$ cat src/rtl/sort_engine_ctrl.sv
// sort_engine_ctrl: buffers N signed 16-bit samples, bubble-sorts them with early exit, streams them out
// Ports:
//   clk, rst_n            clock, asynchronous active-low reset
//   in_valid/in_data      input sample stream, accepted while in_ready (LOAD only)
//   in_ready              registered, high only in LOAD
//   out_valid/out_data    sorted sample stream (DRAIN only), held while out_ready is low
//   out_ready             downstream accept
//   busy                  high while sorting
//   swaps                 swap count of the last sort, saturating at 255
// Build option: define SORT_DESCEND_EN for descending order (default ascending).
module sort_engine_ctrl #(
  parameter int N = 8
) (
  input  logic        clk,
  input  logic        rst_n,
  input  logic        in_valid,
  input  logic [15:0] in_data,
  output logic        in_ready,
  output logic        out_valid,
  output logic [15:0] out_data,
  input  logic        out_ready,
  output logic        busy,
  output logic [7:0]  swaps
);
  localparam int PW = $clog2(N);
  localparam logic [1:0] LOAD  = 2'd0;
  localparam logic [1:0] SORT  = 2'd1;
  localparam logic [1:0] DRAIN = 2'd2;
  logic [1:0] state_q, state_d;
  logic [PW-1:0] wr_ptr_q, wr_ptr_d, rd_ptr_q, rd_ptr_d, i_q, i_d, pass_q, pass_d, ip1;
  logic in_ready_q, in_ready_d, out_valid_q, out_valid_d, pass_swapped_q, pass_swapped_d;
  logic [7:0] swaps_q, swaps_d;
  logic signed [15:0] mem_q [N];
  logic signed [15:0] mem_d [N];
  logic signed [15:0] a, b;
  logic do_swap, swapped_any;
  always_comb begin
    state_d        = state_q;
    wr_ptr_d       = wr_ptr_q;
    rd_ptr_d       = rd_ptr_q;
    i_d            = i_q;
    pass_d         = pass_q;
    in_ready_d     = in_ready_q;
    out_valid_d    = out_valid_q;
    pass_swapped_d = pass_swapped_q;
    swaps_d        = swaps_q;
    mem_d          = mem_q;
    ip1            = i_q + PW'(1);
    a              = mem_q[i_q];
    b              = mem_q[ip1];
`ifdef SORT_DESCEND_EN
    do_swap        = (state_q == SORT) && (b > a);
`else
    do_swap        = (state_q == SORT) && (a > b);
`endif
    // the last compare of a pass still counts toward the early-exit decision
    swapped_any    = pass_swapped_q | do_swap;
    case (state_q)
      LOAD: begin
        in_ready_d = 1'b1;
        if (in_valid && in_ready_q) begin
          mem_d[wr_ptr_q] = in_data;
          wr_ptr_d = wr_ptr_q + PW'(1);
          if (wr_ptr_q == PW'(N-1)) begin
            state_d        = SORT;
            in_ready_d     = 1'b0;
            wr_ptr_d       = '0;
            i_d            = '0;
            pass_d         = '0;
            swaps_d        = '0;
            pass_swapped_d = 1'b0;
          end
        end
      end
      SORT: begin
        if (do_swap) begin
          mem_d[i_q] = b;
          mem_d[ip1] = a;
          swaps_d = (swaps_q == 8'hFF) ? swaps_q : swaps_q + 8'd1;
        end
        if (i_q == PW'(N-2)) begin
          if (!swapped_any || pass_q == PW'(N-2)) begin
            state_d     = DRAIN;
            out_valid_d = 1'b1;
          end else begin
            i_d            = '0;
            pass_d         = pass_q + PW'(1);
            pass_swapped_d = 1'b0;
          end
        end else begin
          i_d            = ip1;
          pass_swapped_d = swapped_any;
        end
      end
      DRAIN: begin
        if (out_ready) begin
          rd_ptr_d = rd_ptr_q + PW'(1);
          if (rd_ptr_q == PW'(N-1)) begin
            state_d     = LOAD;
            rd_ptr_d    = '0;
            wr_ptr_d    = '0;
            out_valid_d = 1'b0;
            in_ready_d  = 1'b1;
          end
        end
      end
      default: state_d = LOAD;
    endcase
  end
  always_ff @(posedge clk or negedge rst_n) begin
    if (!rst_n) begin
      state_q        <= LOAD;
      wr_ptr_q       <= '0;
      rd_ptr_q       <= '0;
      i_q            <= '0;
      pass_q         <= '0;
      in_ready_q     <= 1'b0;
      out_valid_q    <= 1'b0;
      pass_swapped_q <= 1'b0;
      swaps_q        <= '0;
      mem_q          <= '{default: '0};
    end else begin
      state_q        <= state_d;
      wr_ptr_q       <= wr_ptr_d;
      rd_ptr_q       <= rd_ptr_d;
      i_q            <= i_d;
      pass_q         <= pass_d;
      in_ready_q     <= in_ready_d;
      out_valid_q    <= out_valid_d;
      pass_swapped_q <= pass_swapped_d;
      swaps_q        <= swaps_d;
      mem_q          <= mem_d;
    end
  end
  assign in_ready  = in_ready_q;
  assign out_valid = out_valid_q;
  assign out_data  = mem_q[rd_ptr_q];
  assign busy      = (state_q == SORT);
  assign swaps     = swaps_q;
endmodule
$ cat config.mk
export PLATFORM = sky130hd
export DESIGN_NAME = sort_engine_ctrl
export DESIGN_NICKNAME = d
export VERILOG_FILES = /design/src/rtl/sort_engine_ctrl.sv
export SDC_FILE = /design/constraint.sdc
export NUM_CORES = 1
export LEC_CHECK = 0
export ABC_AREA = 1
export BUFFER_PORTS_ARGS = -buffer_cell sky130_fd_sc_hd__buf_2
export CORE_MARGIN = 2
export CORE_UTILIZATION = 34
export CTS_BUF_LIST = sky130_fd_sc_hd__clkbuf_16
export DETAILED_ROUTE_END_ITERATION = 10
export PLACE_DENSITY = 0.54
export SLEW_MARGIN = 20
export SYNTH_ARGS = -nofsm -noshare
export SYNTH_HDL_FRONTEND = slang
export SYNTH_SLANG_ARGS = --single-unit
$ cat constraint.sdc
create_clock -name clk -period 4.65 [get_ports clk]
set_input_delay 0.93 -clock clk [delete_from_list [all_inputs] [get_ports clk]]
set_output_delay 0.93 -clock clk [all_outputs]
set_load 0.01 [all_outputs]
=== Word-level counts from Yosys, hierarchy flattened ===
Cells that the tools add are included.

* Bits in registers: 153
* Word-level logic and storage cells: 134

* Add/subtract/negate cells: 5
* $lt $le $gt $ge: 8
* Equal/unequal tests: 17
* Muxes and demuxes: 62
* Bitwise gates (word level): 5
* Reduce and logical (&&, ||, !) cells: 20

{| class="wikitable"
|+ Operators by type and width
! cell !! count
|-
| $bwmux W128 || 3
|-
| $mux W128 || 2
|-
| $pmux W128 S2 || 1
|-
| $bmux W16 S3 || 3
|-
| $demux W16 S3 || 3
|-
| $mux W16 || 9
|-
| $mux W3 || 11
|-
| $mux W8 || 4
|-
| $pmux W3 S2 || 3
|-
| $ge A4 B4 Y1 const B || 4
|-
| $gt A16 B16 Y1 || 1
|-
| $not A3 Y4 || 4
|-
| $pmux W8 S2 || 1
|-
| $reduce_and A5 Y1 || 3
|-
| $add A3 B1 Y3 const B || 4
|-
| $eq A3 B3 Y1 const B || 4
|-
| $lt A4 B1 Y1 const B || 3
|-
| $mux W1 || 12
|-
| $mux W2 || 6
|-
| $ne A2 B2 Y1 const B || 6
|-
| $add A8 B1 Y8 const B || 1
|-
| $eq A8 B8 Y1 const B || 1
|-
| $reduce_and A4 Y1 || 2
|-
| $ne A2 B1 Y1 const B || 3
|-
| other kinds (14) || 23
|}

=== Depth between registers and ports, before layout ===
Gate-level depths: netlist of the first run.

* Word-level depth: 13
* Mapped depth: 27

=== Worst setup path after synthesis of the first run ===
No wires, ideal clock.

* Kind: flip-flop to flip-flop
* Start: reg i_q[0]
* End: reg mem_q[0] in the netlist's numbering
* Setup time: 0.130 ns
* Data arrival time: 3.257 ns
* Path slack: 1.263 ns
* Stages on the path, launching flop included: 21
* Period minus slack after synthesis: 3.387 ns
* Cells stage by stage: dfrtp_1 inv_2 ha_1 buf_4 inv_2 buf_1 nand2_1 a21oi_1 or2_2 inv_2 ha_1 a21o_1 nor2_1 nand2_1 nand2_1 nand2_1 nand2_1 nand3_4 a21oi_2 clkbuf_1 o21ai_0

* Cells in the longest elaborated chain, start to end: 9
* Elaborated cells between the ends (all ways): 27
* Those cells by class: 1 x add/sub; 5 x order compare; 1 x eq/ne; 14 x mux; 2 x bitwise; 4 x reduce/logical

{| class="wikitable"
|+ RTL lines
! what !! RTL line !! text
|-
| start: declaration || 30 || <nowiki>logic [PW-1:0] wr_ptr_q, wr_ptr_d, rd_ptr_q, rd_ptr_d, i_q, i_d, pass_q, pass_d, ip1;</nowiki>
|-
| start signal: assignment || 126 || <nowiki>i_q <= i_d;</nowiki>
|-
| $add A3 B1 Y3 or $not A3 Y4 (tied branches) || 48, 49, 77 ||
|-
| $not A3 Y4 (not written as such) (tied with other cells) || 50, 78 ||
|-
| $bmux W16 S3 (tied with other cells) || 50 || <nowiki>b = mem_q[ip1];</nowiki>
|-
| $mux W16 (not written as such) (tied with other cells) (2 in series) || 50 ||
|-
| $gt A16 B16 Y1 (tied with other cells) || 54 || <nowiki>do_swap = (state_q == SORT) && (a > b);</nowiki>
|-
| $logic_and A1 B1 Y1 or $bwmux W128 (tied branches) || 54, 78 ||
|-
| $ne A2 B1 Y1 (no line) or $mux W128 (tied branches) || - ||
|-
| $reduce_and A3 Y1 (no line) or $pmux W128 S2 (tied branches) || - ||
|-
| end signal: assignment || 132 || <nowiki>mem_q <= mem_d;</nowiki>
|-
| end: declaration || 33 || <nowiki>logic signed [15:0] mem_q [N];</nowiki>
|}

Parallel ways exist; a longest one is shown, timed or not. The select of a mux whose other input is x is not followed.
A chain may end at the register's enable or synchronous reset.

=== Worst setup path after layout of the first run ===
* Start: reg i_q[0]
* End: reg mem_q[76] in the netlist's numbering

The elaborated chain is that of the path after synthesis.

==> results of run 1 <==
[synthesized netlist by cell type, types with 3 or more instances]
cell type                  number
sky130_fd_sc_hd__o21ai_2        3
sky130_fd_sc_hd__o21ai_1       83
sky130_fd_sc_hd__a22oi_1        4
sky130_fd_sc_hd__buf_4         11
sky130_fd_sc_hd__nand4_1        4
sky130_fd_sc_hd__nand2_2       10
sky130_fd_sc_hd__nor3_1         4
sky130_fd_sc_hd__nand4_2        3
sky130_fd_sc_hd__nor3_4         6
sky130_fd_sc_hd__ha_1          25
sky130_fd_sc_hd__nand3_2        6
sky130_fd_sc_hd__o21ai_0      281
sky130_fd_sc_hd__buf_1         20
sky130_fd_sc_hd__dfrtp_1      153
sky130_fd_sc_hd__a21oi_1      104
sky130_fd_sc_hd__inv_2         18
sky130_fd_sc_hd__buf_6         10
sky130_fd_sc_hd__clkbuf_1      45
sky130_fd_sc_hd__a31oi_1       16
sky130_fd_sc_hd__nor3_2        10
sky130_fd_sc_hd__or2_1          6
sky130_fd_sc_hd__nand3_1       21
sky130_fd_sc_hd__a221oi_1      16
sky130_fd_sc_hd__or2_2         15
sky130_fd_sc_hd__inv_1        184
sky130_fd_sc_hd__buf_2         51
sky130_fd_sc_hd__nor2_1        56
sky130_fd_sc_hd__nand2_1      912
sky130_fd_sc_hd__a21oi_2        6
sky130_fd_sc_hd__o22ai_1       59
[report_power, final]
group | internal, mW | switching, mW
clock | 0.790 | 0.659
combinational | 1.99 | 6.19
sequential | 1.80 | 0.311
total | 4.58 | 7.16
[layer usage]
metal / share of wire / vias to the layer above / GRT usage
met5: 0 / - / 0
met4: 0.043 / 0 / 0.121
met3: 0.089 / 136 / 0.0579
met2: 0.43 / 787 / 0.423
met1: 0.43 / 6812 / 0.388
li1: - / 6950 / -
[sequential cells by signal (all words and copies together), names as in the netlist, 2 cells and up]
name      cells
rd_ptr_q      3
state_q       2
wr_ptr_q      3
mem_q       128
i_q           3
pass_q        3
swaps         8
[cell usage in the layout (no fill, tap or decap), types with 7 or more instances in the layout]
cell type,n
sky130_fd_sc_hd__clkbuf_16,17
sky130_fd_sc_hd__nand2_2,10
sky130_fd_sc_hd__nor3_2,11
sky130_fd_sc_hd__nor2_1,56
sky130_fd_sc_hd__ha_1,24
sky130_fd_sc_hd__dfrtp_1,151
sky130_fd_sc_hd__nand3_1,21
sky130_fd_sc_hd__a221oi_1,16
sky130_fd_sc_hd__o21ai_0,281
sky130_fd_sc_hd__o22ai_1,59
sky130_fd_sc_hd__buf_4,62
sky130_fd_sc_hd__buf_2,45
sky130_fd_sc_hd__o21ai_1,83
sky130_fd_sc_hd__inv_1,185
sky130_fd_sc_hd__nand2_1,912
sky130_fd_sc_hd__a21oi_4,7
sky130_fd_sc_hd__or2_2,15
sky130_fd_sc_hd__inv_2,18
sky130_fd_sc_hd__a31oi_1,16
sky130_fd_sc_hd__a21oi_1,104
[logic make-up after synthesis]
kind of cell | after synthesis
simple gates | 1057
compound gates | 577
flops | 153
xor+xnor | 3
buf+inv | 343
fa+ha+maj | 25
[critical path, delay by kind of cell (launching register included)]
family	cells	cell delay, ps
fa+ha+maj	1	290
flops	1	480
compound gates	7	1330
simple gates	6	920
buf+inv	3	1100
[path summary, 6_finish.rpt]
| check | from | to |
|---|---|---|
| max reg2reg | i_q[0] | mem_q[76] |
| max | i_q[0] | mem_q[76] |
| max in group asynchronous | rst_n | mem_q[53] |
| min in group asynchronous | rst_n | mem_q[85] |
| min reg2reg | out_valid | out_valid |
| min | out_valid | out_valid |
[area by class of cell]
class | count | area share
clock buffers | 17 | 0.0295
clock inverters | 15 | 0.0107
inverters | 204 | 0.0530
multi-input cells | 1662 | 0.542
flip-flops and latches | 153 | 0.266
well taps | 511 | 0.0443
repair buffers | 113 | 0.0549
==> results_dict.tcl, run 1 <==
set metrics [dict create \
    core.rowCount 71 \
    max-cap-violations 0 \
    relSlewSlack 0.212 \
    placed_area_um2 13800 \
    worst_path_most_repeated_cell "sky130_fd_sc_hd__nand2_1" \
    numCtsBuffers 17 \
    drtIter0Drc 1584 \
    io_pins 47 \
    htree_levels 4 \
    count_of_cells_along_the_worst_hold_path 2 \
    synthXorXnorAreaFrac 0.00201 \
    final_design_area_no_fill_um2 14400 \
    status "finished clean" \
    fin_cells 2675 \
    worst_r2r_path_cells 17 \
    finalCritPeriodShare 0.929 \
    count_of_hold_buffers_inserted_by_post_cts_repair 0 \
    multi_input_comb_area_um2 7830 \
    synth-edff-count 0 \
    port-buffer-count 46 \
    cts_buffer_depth 2 \
    number_of_antenna_violations_at_the_first_check_in_global_routing 0 \
    die_width_um 200 \
    numPlacedInstances 2642 \
    placement.setup.worst_slack_ps 440 \
    max_stage_delay_ps 650 \
    final-setup-viol-count 0 \
    crit_chain "buf_4 > o21ai_0 > nand2_1 > a21oi_1 > or2_2 > inv_2 > ha_1 > a21oi_1 > o21ai_0 > a21oi_1 > nand2_1 > nand2_1 > nand3_4 > a21oi_2 > buf_4 > nand2_1 > o21ai_0" \
    synth_top_family_by_area "simple AND/OR/NAND/NOR gates" \
    die-area_um2 40100 \
    gp_routability_congestion 0.918 \
    startpoint_type "flop" \
    detailroute.via_count 14700 \
    netlist-cell-type-count 41 \
    antenna-diode-count 0 \
    async_flop_share 1.00 \
    critical_path.slowest_cell "sky130_fd_sc_hd__buf_4" \
    placeableCoreArea_um2 37800 \
    syn_area_per_cell_um2 6.06 \
    post_synth_main_area_contributors "sky130_fd_sc_hd__dfrtp_1 29%, sky130_fd_sc_hd__nand2_1 26%, sky130_fd_sc_hd__o21ai_0 11%" \
    vdd.ir_drop.worst_uv 818 \
    post-dp-hpwl_um 37700 \
    design.final.nets 2196 \
    finalWirelength_um 56900 \
    clock_latency_on_the_worst_skew_pair_ps 470 \
    timing_worst_setup_path_type "reg -> reg" \
    areaGrowthSynthToFinish_pct 10.4 \
    p_per_area_nw_per_um2 813 \
    report.power.total_mw 11.7 \
    worst_slack_ps 328 \
    via_per_inst 5.49 \
    report.final.slew_viol_count 0 \
    synth-compound-area-share 0.239 \
    detail_route.drc_violations 0 \
    drt_first_pass_iters 8 \
    number_of_synthesized_register_bits 153 \
    synth-seq-area-share 0.293 \
    regArea_um2 3830 \
    syn-instance-count 2158 \
    final_core_utilization 0.382 \
    critical_path_arrival_ps 4700 \
    yosys-mux-area-fraction 0 \
    layout.filler_cells 4141 \
    die_h_um 200 \
    worst_ep_required_time_ps 5030 \
    timing.hold.worst.class "reg -> reg" \
    yosys.area_share.simple 0.331 \
    cts_tree "built" \
    final.min_clock_period_ps 4320 \
    worst_pin_slew_ps 1180 \
    post-synth-top-area-cell "sky130_fd_sc_hd__dfrtp_1" \
    initial_util 0.347 \
    timing.critical_path.fanout_max 76 \
    track_usage 0.281 \
    yosys.area.top_type_share 0.293 \
    synth_net_count 2203 \
    timing.reg2reg.setup_slack_ps 330 \
    final-hold-violation-count 0 \
    hold_slack_ps 482 \
    detail-route-antenna-nets 0 \
    ctsResizeCount 0 \
    first_pass_grt_wire_length_um 85300 \
    setup_repair_after_global_routing_missed_its_margin "no" \
    pin_count_of_the_biggest_net_entering_global_routing 169 \
    setup_total_negative_slack_ps 0 \
    cts.repair_timing.setup_buffer_count 0 \
    maxClockFrequency_ghz 0.231 \
    layout-drive-gt1-share 0.107 \
    worst_setup_path_end_kind "flop" \
    worst_clock_skew_ps 13.4 \
    cts.sinks 153 \
    synth_adder_area_share 0.0239 \
    avgRoutedWirePerCell_um 21.3 \
    vias_in_the_first_global_route 13600 \
    synth_flop_cell "sky130_fd_sc_hd__dfrtp_1" \
    syn_area_um2 13100 \
    cts.root.buffer_cell "sky130_fd_sc_hd__clkbuf_16" \
    p_leak_nw 6.43 \
    gr-total-overflow 0 \
    synth-warning-count 0 \
    clkTransAtPathRegs_ps 70 \
]
No activity file was read; power rests on OpenSTA's default activity.
==> run 2, diff against run 1 <==
--- a/config.mk
+++ b/config.mk
@@ -12,6 +12,7 @@
 export CTS_BUF_LIST = sky130_fd_sc_hd__clkbuf_16
 export DETAILED_ROUTE_END_ITERATION = 10
 export PLACE_DENSITY = 0.54
+export RECOVER_POWER = 100
 export SLEW_MARGIN = 20
 export SYNTH_ARGS = -nofsm -noshare
 export SYNTH_HDL_FRONTEND = slang
==> run 2 against run 1 <==
The flow now finishes with violations (capacitance limit, slew limit). Maximum frequency increased by 0.53%. Sequential power about the same. Via count decreased by 0.67%. Utilization decreased by 0.48 points. Critical path depth increased by 1. Register-to-register slack improved by 20 ps. Clock skew decreased by 1.4 ps. Sequential share of layout area increased by 0.34 points. Critical endpoint is now mem_q[2]. Highest routed layer unchanged.
==> results_dict.tcl, run 2 (synthesis results as in run 1) <==
set metrics [dict create \
    top_register "mem_q" \
    clkTransAtPathRegs_ps 70 \
    maxClockFrequency_ghz 0.233 \
    max-cap-violations 7 \
    core.rowCount 71 \
    antenna-diode-count 0 \
    worst_ep_required_time_ps 4960 \
    placeableCoreArea_um2 37800 \
    timing.critical_path.fanout_max 76 \
    report.final.slew_viol_count 390 \
    post-dp-hpwl_um 37700 \
    placement.setup.worst_slack_ps 440 \
    layout-drive-gt1-share 0.0883 \
    relSlewSlack -0.444 \
    finalCritPeriodShare 0.925 \
    first_pass_grt_wire_length_um 85300 \
    worst_slack_ps 351 \
    p_leak_nw 6.29 \
    initial_util 0.347 \
    number_of_antenna_violations_at_the_first_check_in_global_routing 0 \
    globalRouteMet3Util 0.0579 \
    io_pins 47 \
    avgRoutedWirePerCell_um 21.2 \
    ctsResizeCount 0 \
    port-buffer-count 46 \
    clock_latency_on_the_worst_skew_pair_ps 470 \
    track_usage 0.281 \
    detail-route-antenna-nets 0 \
    startpoint_type "flop" \
    cts.root.buffer_cell "sky130_fd_sc_hd__clkbuf_16" \
    setup_total_negative_slack_ps 0 \
    final_cell_mix "912 x sky130_fd_sc_hd__nand2_1, 340 x sky130_fd_sc_hd__o21ai_0, 185 x sky130_fd_sc_hd__inv_1, 151 x sky130_fd_sc_hd__dfrtp_1, 110 x sky130_fd_sc_hd__a21oi_1" \
    htree_levels 4 \
    grt_util_met2 0.423 \
    gr-total-overflow 0 \
    status "complete, but fails checks" \
    final.min_clock_period_ps 4300 \
    timing_worst_setup_path_type "reg -> reg" \
    count_of_hold_buffers_inserted_by_post_cts_repair 0 \
    largest_reg_flops 128 \
    startpoint_of_the_worst_register_to_register_path "i_q[0]" \
    design.final.nets 2196 \
    grt_use_met1 0.388 \
    numCtsBuffers 17 \
    final-setup-viol-count 0 \
    setup_repair_after_global_routing_missed_its_margin "no" \
    finalWirelength_um 56800 \
    critical_path.startpoint "i_q[0]" \
    pin_count_of_the_biggest_net_entering_global_routing 169 \
    via_per_inst 5.45 \
    gp_routability_congestion 0.918 \
    vdd.ir_drop.worst_uv 901 \
    reg2reg_to "mem_q[2]" \
    die-area_um2 40100 \
    critical_path_arrival_ps 4610 \
    cts_tree "built" \
    vias_in_the_first_global_route 13600 \
    cts_buffer_depth 2 \
    worst_r2r_path_cells 18 \
    drtIter0Drc 1569 \
    die_width_um 200 \
    detailroute.via_count 14600 \
    worst_setup_path_end_kind "flop" \
    cts.repair_timing.setup_buffer_count 0 \
    timing.reg2reg.setup_slack_ps 350 \
    worst_clock_skew_ps 12.1 \
    detail_route.drc_violations 0 \
    p_per_area_nw_per_um2 799 \
    grt.busiest_layer "met2" \
    cts.sinks 153 \
    most_frequent_standard_cell_in_the_layout_excluding_fill_and_tap_cells "sky130_fd_sc_hd__nand2_1" \
    failed_checks "capacitance limit, slew limit" \
    timing.hold.worst.class "reg -> reg" \
    areaGrowthSynthToFinish_pct 8.99 \
    drt_first_pass_iters 6 \
    worst_pin_slew_ps 2170 \
    worstSetupEndpoint "mem_q[2]" \
    final-hold-violation-count 0 \
    die_h_um 200 \
]
run 2: final cells by class:
type	instances	area (um^2)
clock buffers	17	425
inverters	204	766
fillers	4172	23500
clock inverters	15	154
multi-input cells	1662	7740
repair buffers	113	696
well taps	511	639
flip-flops and latches	153	3830
run 2: through the flow:
step                      power [mW]  std cells  instance area [um^2]  utilization  hold slack (ps)
after floorplan                 7.21       2158                 13100            -              442
final                           11.4       2675                 14300        0.378              483
after global placement          10.1       2641                 13800        0.366              475
after global routing            12.1       2675                 14300        0.378              558
after detailed placement        10.1       2642                 13800        0.367              468
after CTS                       11.6       2674                 14400        0.382              486
run 2: worst min path at each step:
stage	startpoint	end	slack, ps	depth (start not counted)
3_5_place_dp	out_valid	out_valid	470	2
2_1_floorplan	pass_swapped_q	pass_swapped_q	440	2
5_1_grt	pass_swapped_q	pass_swapped_q	560	2
3_3_place_gp	out_valid	out_valid	470	2
4_1_cts	out_valid	out_valid	490	2
6_report	out_valid	out_valid	480	2
run 2: power by group:
part           internal, mW  switching [mW]  total, mW
clock                 0.790           0.657       1.45
sequential             1.80           0.310       2.11
combinational          1.80            6.03       7.83
run 2: critical path, cell delays in order, from the launching register on:
cell                       delay, ps
sky130_fd_sc_hd__dfrtp_4         480
sky130_fd_sc_hd__buf_4           650
sky130_fd_sc_hd__o21ai_0         330
sky130_fd_sc_hd__nand2_1         140
sky130_fd_sc_hd__a21oi_1          70
sky130_fd_sc_hd__or2_2           280
sky130_fd_sc_hd__inv_2           150
sky130_fd_sc_hd__ha_1            290
sky130_fd_sc_hd__nand2_1          70
sky130_fd_sc_hd__a21oi_1          50
sky130_fd_sc_hd__nor2_1          120
sky130_fd_sc_hd__nand2_1          70
sky130_fd_sc_hd__nand2_1          80
sky130_fd_sc_hd__nand2_1          50
sky130_fd_sc_hd__nand2_1         100
sky130_fd_sc_hd__nand3_4         170
sky130_fd_sc_hd__a21oi_1         230
sky130_fd_sc_hd__clkbuf_2        540
sky130_fd_sc_hd__o21ai_0         190
run 2: metal layers:
metal	up-vias	share of wire
li1	6948	-
met1	6808	0.44
met2	710	0.44
met3	121	0.086
met4	0	0.040
met5	-	0
==> run 3, diff against run 2 <==
--- a/config.mk
+++ b/config.mk
@@ -7,7 +7,7 @@
 export LEC_CHECK = 0
 export ABC_AREA = 1
 export BUFFER_PORTS_ARGS = -buffer_cell sky130_fd_sc_hd__buf_2
-export CORE_MARGIN = 2
+export CORE_MARGIN = 3
 export CORE_UTILIZATION = 34
 export CTS_BUF_LIST = sky130_fd_sc_hd__clkbuf_16
 export DETAILED_ROUTE_END_ITERATION = 10
==> run 3 against run 2 <==
The flow still finishes with violations (capacitance limit, slew limit). Combinational power about the same. Final cell count down 0.30%. Clock power is 3% lower. Power down 0.13%. Via count increased by 0.54%. Global-route usage decreased by 1.2 points. Critical endpoint is now out_data[4]. Largest power group unchanged.
==> results_dict.tcl, run 3 (synthesis results as in run 1) <==
set metrics [dict create \
    clock_power_share 0.124 \
    startpoint_type "flop" \
    multi_input_comb_area_um2 7760 \
    core.rowCount 71 \
    numPlacedInstances 2636 \
    gp_routability_congestion 0.892 \
    worst_setup_path_end_kind "output pin" \
    reg2reg_to "mem_q[80]" \
    cts.root.buffer_cell "sky130_fd_sc_hd__clkbuf_16" \
    clock_latency_on_the_worst_skew_pair_ps 460 \
    cts.repair_timing.setup_buffer_count 0 \
    max_stage_delay_ps 950 \
    maxClockFrequency_ghz 0.239 \
    worst_pin_slew_ps 2740 \
    cts_buffer_depth 2 \
    numCtsBuffers 17 \
    count_of_hold_buffers_inserted_by_post_cts_repair 0 \
    avgRoutedWirePerCell_um 20.7 \
    worst_path_most_repeated_cell "sky130_fd_sc_hd__clkbuf_1" \
    relSlewSlack -0.828 \
    design.final.nets 2189 \
    drt_first_pass_iters 6 \
    pwr-share-seq 0.188 \
    worst_ep_required_time_ps 3720 \
    detail-route-antenna-nets 0 \
    clkTransAtPathRegs_ps 60 \
    io_pins 47 \
    number_of_antenna_violations_at_the_first_check_in_global_routing 0 \
    critical_path.slowest_cell "sky130_fd_sc_hd__dfrtp_1" \
    final-hold-violation-count 0 \
    first_pass_grt_wire_length_um 84900 \
    comb_power_share 0.687 \
    p_per_area_nw_per_um2 796 \
    via_per_inst 5.50 \
    final.min_clock_period_ps 4180 \
    drtIter0Drc 1706 \
    finalCritPeriodShare 0.899 \
    path_buf_inv 3 \
    areaGrowthSynthToFinish_pct 9.32 \
    htree_levels 4 \
    post-dp-hpwl_um 35800 \
    power_switching_share 0.606 \
    die_h_um 202 \
    critical_path_arrival_ps 3250 \
    timing.reg2reg.setup_slack_ps 510 \
    top_register "mem_q" \
    min_from "pass_swapped_q" \
    status "complete, but fails checks" \
    setup_total_negative_slack_ps 0 \
    track_usage 0.269 \
    initial_util 0.347 \
    cellInternalPower_mw 4.49 \
    die_width_um 202 \
    detail_route.drc_violations 0 \
    detailroute.via_count 14700 \
    timing.critical_path.fanout_max 23 \
    report.final.slew_viol_count 263 \
    final-setup-viol-count 0 \
    max-cap-violations 2 \
    placeableCoreArea_um2 37800 \
    startpoint_of_the_worst_register_to_register_path "i_q[2]" \
    layout-drive-gt1-share 0.0867 \
    worst_clock_skew_ps 15.9 \
    pin_count_of_the_biggest_net_entering_global_routing 169 \
    count_of_cells_along_the_worst_hold_path 2 \
    total_switching_power_mw 6.89 \
    cts.sinks 153 \
    most_frequent_standard_cell_in_the_layout_excluding_fill_and_tap_cells "sky130_fd_sc_hd__nand2_1" \
    timing.hold.worst.class "reg -> reg" \
    antenna-diode-count 0 \
    failed_checks "capacitance limit, slew limit" \
    largest_reg_flops 128 \
    setup_repair_after_global_routing_missed_its_margin "no" \
    die-area_um2 40900 \
    layout.filler_cells 4153 \
    min_to "pass_swapped_q" \
    cts_tree "built" \
    timing_worst_setup_path_type "reg -> out" \
    fin_cells 2667 \
    ctsResizeCount 0 \
    p_leak_nw 6.29 \
    finalWirelength_um 55200 \
    regArea_um2 3830 \
    worst_path_dominant_cell_family "flip-flops" \
    port-buffer-count 46 \
    vias_in_the_first_global_route 14100 \
    vdd.ir_drop.worst_uv 622 \
    gr-total-overflow 0 \
    final_cell_mix "912 x sky130_fd_sc_hd__nand2_1, 345 x sky130_fd_sc_hd__o21ai_0, 185 x sky130_fd_sc_hd__inv_1, 152 x sky130_fd_sc_hd__dfrtp_1, 110 x sky130_fd_sc_hd__a21oi_1" \
    crit_chain "clkinv_1 > clkbuf_1 > a21oi_1 > o21ai_0 > a31oi_1 > clkbuf_1" \
    worst_r2r_path_cells 16 \
]
==> run 3: cell types whose count changed in the layout (fill, tap and decap cells not counted), sizes merged <==
cell | before | now
clkbuf | 60 | 50
buf | 70 | 73
clkinv | 10 | 8
clkinvlp | 2 | 4
inv | 205 | 204
==> run 3: worst max path at each step <==
stage | from | depth (start not counted) | endpoint | slack, ps
after floorplan | i_q[0] | 20 | mem_q[0] | 1260
after global placement | i_q[2] | 17 | mem_q[96] | 600
after detailed placement | i_q[0] | 18 | mem_q[96] | 610
after CTS | i_q[0] | 18 | mem_q[96] | 590
after global routing | i_q[2] | 19 | swaps[4] | 130
final | rd_ptr_q[0] | 6 | out_data[4] | 470
==> run 3: layout make-up <==
class                      count  share of cell area
tap                          511              0.0447
inverter                     204              0.0535
clock buffer                  17              0.0297
timing repair buffer         106              0.0521
multi-input combinational   1662               0.543
sequential                   153               0.268
clock inverter                14             0.00936
==> run 3: power groups by stage <==
stage | Sequential [mW] | Combinational [mW] | Clock, mW
3_3_place_gp | 2.15 | 7.96 | 0
2_1_floorplan | 2.03 | 5.18 | 0
5_1_grt | 2.20 | 8.49 | 1.49
4_1_cts | 2.14 | 8.01 | 1.44
3_5_place_dp | 2.16 | 7.98 | 0
6_report | 2.14 | 7.82 | 1.41
==> run 3: worst reg2reg max path, cell delays in order, from the launching register on <==
cell and delay, ps:
sky130_fd_sc_hd__dfrtp_1 510, sky130_fd_sc_hd__nand3_1 190, sky130_fd_sc_hd__buf_4 240, sky130_fd_sc_hd__inv_1 360
sky130_fd_sc_hd__a21oi_1 300, sky130_fd_sc_hd__nand3_2 260, sky130_fd_sc_hd__ha_1 450, sky130_fd_sc_hd__a21oi_1 180
sky130_fd_sc_hd__o21ai_0 100, sky130_fd_sc_hd__a21oi_1 180, sky130_fd_sc_hd__nand2_1 80, sky130_fd_sc_hd__nand2_1 90
sky130_fd_sc_hd__nand3_4 190, sky130_fd_sc_hd__a21oi_1 230, sky130_fd_sc_hd__clkbuf_2 420, sky130_fd_sc_hd__o21ai_0 170
sky130_fd_sc_hd__o21ai_0 100
==> run 3: metrics by stage <==
step / setup WS, ps / hold WS (ps) / instance area (um^2) / utilization / power (mW)
6_report: 470 / 498 / 14300 / 0.379 / 11.4
5_1_grt: 131 / 524 / 14300 / 0.379 / 12.2
4_1_cts: 586 / 487 / 14400 / 0.383 / 11.6
3_5_place_dp: 611 / 466 / 13900 / 0.368 / 10.1
3_3_place_gp: 597 / 469 / 13900 / 0.368 / 10.1
2_1_floorplan: 1260 / 442 / 13100 / - / 7.21
==> run 3: per-layer routing <==
metal	GRT usage	part of all wire
met2	0.425	0.45
met5	0	0
met3	0.0519	0.087
met4	0.105	0.040
met1	0.364	0.43
